<file path="config.mk">
export PLATFORM = sky130hd
export DESIGN_NAME = ldm_seq
export DESIGN_NICKNAME = d
export VERILOG_FILES = /design/src/rtl/ldm_seq_pkg.sv /design/src/rtl/lsb_enc16.sv /design/src/rtl/ldm_seq.sv
export SDC_FILE = /design/constraint.sdc
export NUM_CORES = 1
export LEC_CHECK = 0
export BUFFER_PORTS_ARGS = -buffer_cell sky130_fd_sc_hd__buf_2
export CAP_MARGIN = 20
export CORE_MARGIN = 3
export CORE_UTILIZATION = 39
export DETAILED_ROUTE_END_ITERATION = 10
export PLACE_DENSITY = 0.64
export SYNTH_ARGS = -nofsm -noshare
export SYNTH_HDL_FRONTEND = slang
export SYNTH_SLANG_ARGS = --single-unit
</file>
<file path="constraint.sdc">
create_clock -name i_clk -period 16.29 [get_ports i_clk]
set_clock_uncertainty 0.2 [all_clocks]
set_input_delay 0.8145 -clock i_clk [delete_from_list [all_inputs] [get_ports i_clk]]
set_output_delay 0.8145 -clock i_clk [all_outputs]
set_load 0.02 [all_outputs]
</file>
<file path="src/rtl/ldm_seq_pkg.sv">
// ldm_seq_pkg: shared state encoding, P/U addressing mode constants and popcount16 helper
package ldm_seq_pkg;
  typedef enum logic {IDLE = 1'b0, XFER = 1'b1} state_t;
  localparam logic [1:0] MODE_DA = 2'b00;
  localparam logic [1:0] MODE_IA = 2'b01;
  localparam logic [1:0] MODE_DB = 2'b10;
  localparam logic [1:0] MODE_IB = 2'b11;
  function automatic logic [4:0] popcount16(input logic [15:0] v);
    popcount16 = '0;
    for (int i = 0; i < 16; i++) popcount16 += {4'b0, v[i]};
  endfunction
endpackage

</file>
<file path="src/rtl/lsb_enc16.sv">
// lsb_enc16: lowest-set-bit encoder, vec -> idx (index of lowest 1) and vld (any bit set)
module lsb_enc16 (
  input  logic [15:0] vec,
  output logic [3:0]  idx,
  output logic        vld
);
  always_comb begin
    idx = '0;
    for (int i = 15; i >= 0; i--) idx = vec[i] ? 4'(i) : idx;
  end
  assign vld = |vec;
endmodule

</file>
<file path="src/rtl/ldm_seq.sv">
// ldm_seq: LDM/STM block-transfer sequencer; i_start/i_reglist/i_base/i_p/i_u/i_w/i_l in, one register transfer per accepted cycle out with base writeback and pipeline hold
module ldm_seq
  import ldm_seq_pkg::*;
(
  input  logic        i_clk,
  input  logic        i_rst,
  input  logic        i_start,
  input  logic [15:0] i_reglist,
  input  logic [3:0]  i_rn_code,
  input  logic [31:0] i_base,
  input  logic        i_p,
  input  logic        i_u,
  input  logic        i_w,
  input  logic        i_l,
  input  logic        i_stall,
  output logic        o_ldm_hold,
  output logic        o_vld,
  output logic [3:0]  o_reg_code,
  output logic [31:0] o_addr,
  output logic        o_load,
  output logic        o_last,
  output logic        o_wb_en,
  output logic [31:0] o_wb_data,
  output logic        o_busy
);
  state_t      state, state_n;
  logic [15:0] list;
  logic [4:0]  cnt, n;
  logic [31:0] n4, start_addr;
  logic        wb, base_in, start, idx_vld;
  lsb_enc16 u_enc (.vec(list), .idx(o_reg_code), .vld(idx_vld));
  assign n = popcount16(i_reglist);
  assign n4 = {25'b0, n, 2'b0};
  assign start = state == IDLE && i_start && |i_reglist;
  assign start_addr = {i_p, i_u} == MODE_IA ? i_base :
                      {i_p, i_u} == MODE_IB ? i_base + 32'd4 :
                      {i_p, i_u} == MODE_DA ? i_base - n4 + 32'd4 : i_base - n4;
  always_comb begin
    o_busy = state == XFER;
    o_vld = o_busy && idx_vld;
    o_last = o_vld && cnt == 5'd1;
    o_ldm_hold = o_busy && !(o_last && !i_stall);
    o_wb_en = o_last && !i_stall && wb && !(o_load && base_in);
    state_n = start ? XFER : (o_last && !i_stall) ? IDLE : state;
  end
  // the final list bit and address are left in place so o_reg_code/o_addr hold their last values in IDLE
  always_ff @(posedge i_clk) begin
    if (i_rst) begin
      state <= IDLE;
      list <= '0;
      cnt <= '0;
      o_addr <= '0;
      o_wb_data <= '0;
      o_load <= 1'b0;
      wb <= 1'b0;
      base_in <= 1'b0;
    end else begin
      state <= state_n;
      if (start) begin
        list <= i_reglist;
        cnt <= n;
        o_addr <= start_addr;
        o_wb_data <= i_u ? i_base + n4 : i_base - n4;
        o_load <= i_l;
        wb <= i_w;
        base_in <= i_reglist[i_rn_code];
      end else if (o_vld && !i_stall && !o_last) begin
        list[o_reg_code] <= 1'b0;
        cnt <= cnt - 5'd1;
        o_addr <= o_addr + 32'd4;
      end
    end
  end
endmodule

</file>
==> impl_metrics.yaml <==
route:
  drt-total-wl_um: 29200
  first_pass_iters: 5
  vias: 8606
  drc: 0
  drtAntennaViolNets: 0
  dr.first_iter.drc_count: 920
  wl_per_cell_um: 19.9
  avgViaCountPerCell: 5.89
cts:
  root_buffer: "clkbuf_16"
  ctsResizeCount: 0
  numCtsBuffers: 9
  clock_sinks: 89
  hold_buffers: 0
  tritoncts: "built"
  clk-insertion-delay-late_ns: 0.35
  htree_levels: 3
  path_clk_slew_ns: 0.07
  clockBufferDepth: 2
  postCtsSetupRepairBufs: 0
timing:
  finalSetupViolations: 0
  drv_slew: 0
  setup_slack_ns: 8.61
  holdWs_ns: 0.249
  timing.final.crit_share_pct: 47.2
  rsz0062_at_grt: "false"
  tightest_slew_ns: 1.07
  min_period_ns: 7.68
  tns_ns: 0
  relSlewSlack_pct: 28.7
  hold_viol: 0
  max_freq_mhz: 130
grt:
  grt_max_degree: 93
  grt_pass1_wl_um: 44900
  grt_pass1_vias: 7726
  grt.overflow.total: 0
  antenna_found_initial: 0
  grt_use_total_pct: 25.1
logic_synthesis:
  synth_area_per_cell_um2: 7.39
  synth_fp_nets: 1204
  ys_seq_area_share_pct: 21.7
  synthCells: 1110
  synth_top_area_share_pct: 21.7
  async_flop_share_pct: 0
  ys_warn_count: 0
  synth_edf_count: 0
  synth_cell_types: 82
  synthTopCellsByArea: "dfxtp_1, xnor2_1, nand2_1"
  ys.flop_type: "dfxtp_1"
  ys_ff_latch: 89
  synth.largest_area_cell: "dfxtp_1"
  synth_commonest_cells: "nand2_1, nor2_1, a21oi_1, dfxtp_1, clkbuf_1"
  syn_area_mm2: 0.00820
  synth.most_common_cell: "nand2_1"
floorplan:
  initial_core_util_pct: 40.1
  die_h_um: 151
  coreArea_mm2: 0.0204
  rows: 52
  fp.dieArea_mm2: 0.0228
  dieWidth_um: 151
  top_level_ports: 134
run_status:
  status: "finished, final reports clean"
setup_path:
  cp_num_cells: 22
  critPathBufInv: 5
  startpoint_type: "input pin"
  worst_path_max_delay_cell: "a222oi_1"
  setup.worst_path.start: "i_reglist[0]"
  r2r-end: "o_addr[31]"
  r2r-start: "list[8]"
  worstRegToRegCells: 10
  cpPeakStageDelay_ns: 0.92
  critPathTopFamily: "adder cells"
  cp.arrival_ns: 7.67
  crit_required_ns: 16.28
  worst_path_most_repeated_cell: "fa_1"
  crit_fanout: 7
  path_cells: "buf_2 -> inv_1 -> fa_1 -> fa_1 -> fa_1 -> fa_1 -> inv_1 -> ha_1 -> inv_1 -> fa_1 -> xnor2_1 -> inv_1 -> ha_1 -> nor2_1 -> a2111oi_4 -> or4_1 -> a222oi_1 -> nand2_1 -> nor4_1 -> mux2_2 -> o211ai_1 -> a21oi_1"
  cp-end-kind: "flop"
  path_class: "input pin to flop"
  r2r_setup_slack_ns: 13.11
layout:
  finalNetCount: 1281
  layout.cells.non_filler: 1462
  area_delta_synth_final_pct: 12.9
  n_antenna_cell: 0
  drive_above_1_share_pct: 16.8
place:
  placed_cells: 1446
  place_ws_ns: 8.30
  hpwl_um: 22100
  gp_congestion: 0.985
  portBuffers: 133
pwr:
  power_uw: 1070
  power_density_mw_per_mm2: 115
  peakVddDrop_v: 0.0000652
  p_leak_uw: 0.00354
worst_hold_path:
  hold_end: "o_wb_data[27]"
  min_from: "o_wb_data[27]"
  hp-class: "flop to flop"
  holdPathStages: 2
job:
  maxCapViolCount: 0
[cell type report]
| cell class | count | area [um^2] |
|---|---|---|
| clock buffer | 11 | 233 |
| clock inverter | 5 | 63.8 |
| fill | 2103 | 11200 |
| inverter | 56 | 210 |
| multi-input combinational | 890 | 5910 |
| sequential | 89 | 1780 |
| tap | 270 | 338 |
| timing repair buffer | 141 | 726 |
[state kept, by name (all words and copies together) (netlist names)]
name and flops:
o_addr 32, o_wb_data 32, list 16, cnt 5
base_in 1, o_busy 1, o_load 1, wb 1
[logic make-up (layout without fill, tap and decap cells)]
group	after synthesis	after routing	synth area share (%)
AO/OA/AOI/OAI	270	270	22.1
adder cells (fa/ha/maj)	34	34	6.29
multiplexers	23	23	3.75
flip-flops	89	89	21.7
AND/OR/NAND/NOR	463	463	29.0
XOR/XNOR	100	100	10.9
buffers and inverters	131	213	6.30
[per-layer routing]
| metal | routed length (um) | part of all wire (%) | vias to the layer above | global-route usage (%) |
|---|---|---|---|---|
| li1 | - | - | 4175 | - |
| met3 | 2650 | 9.1 | 46 | 4.97 |
| met2 | 12300 | 42 | 419 | 36.3 |
| met5 | 0 | 0 | - | 0 |
| met4 | 787 | 2.7 | 0 | 6.57 |
| met1 | 13500 | 46 | 3966 | 37.9 |
[worst max-delay path by stage]
stage / slack [ns] / endpoint
5_1_grt: 8.23 / o_addr[22]
3_3_place_gp: 8.46 / o_addr[22]
3_5_place_dp: 8.30 / o_addr[22]
6_report: 8.61 / o_addr[22]
4_1_cts: 8.63 / o_addr[22]
2_1_floorplan: 9.30 / o_addr[25]
[through the flow]
stage          area [um^2]  util, %
6_report              9260     45.3
5_1_grt               9260     45.3
4_1_cts               9260     45.3
3_5_place_dp          8960     43.9
3_3_place_gp          8960     43.9
2_1_floorplan         8200        -
[placed cells by master (no fill, tap or decap), types with 25 or more instances in the layout]
cell type and count:
buf_2 133, nand2_1 131, nor2_1 106, a21oi_1 93
dfxtp_1 89, xnor2_1 57, inv_1 55, xor2_1 41
nand3_1 36, nor3_1 35, o21ai_0 33, a211oi_1 31
nor4_1 25
[power breakdown]
part / internal (uW) / switching [uW] / total [uW]
sequential: 242 / 22.5 / 265
clock: 120 / 97.9 / 218
combinational: 210 / 372 / 582
total: 573 / 493 / 1070
[tightest hold or removal path, delay by kind of cell (launching register included)]
family	cells	cell delay, ns
AO/OA/AOI/OAI	1	0.05
flip-flops	1	0.31
AND/OR/NAND/NOR	1	0.05
Note: power is estimated with default switching activity, not from simulation.
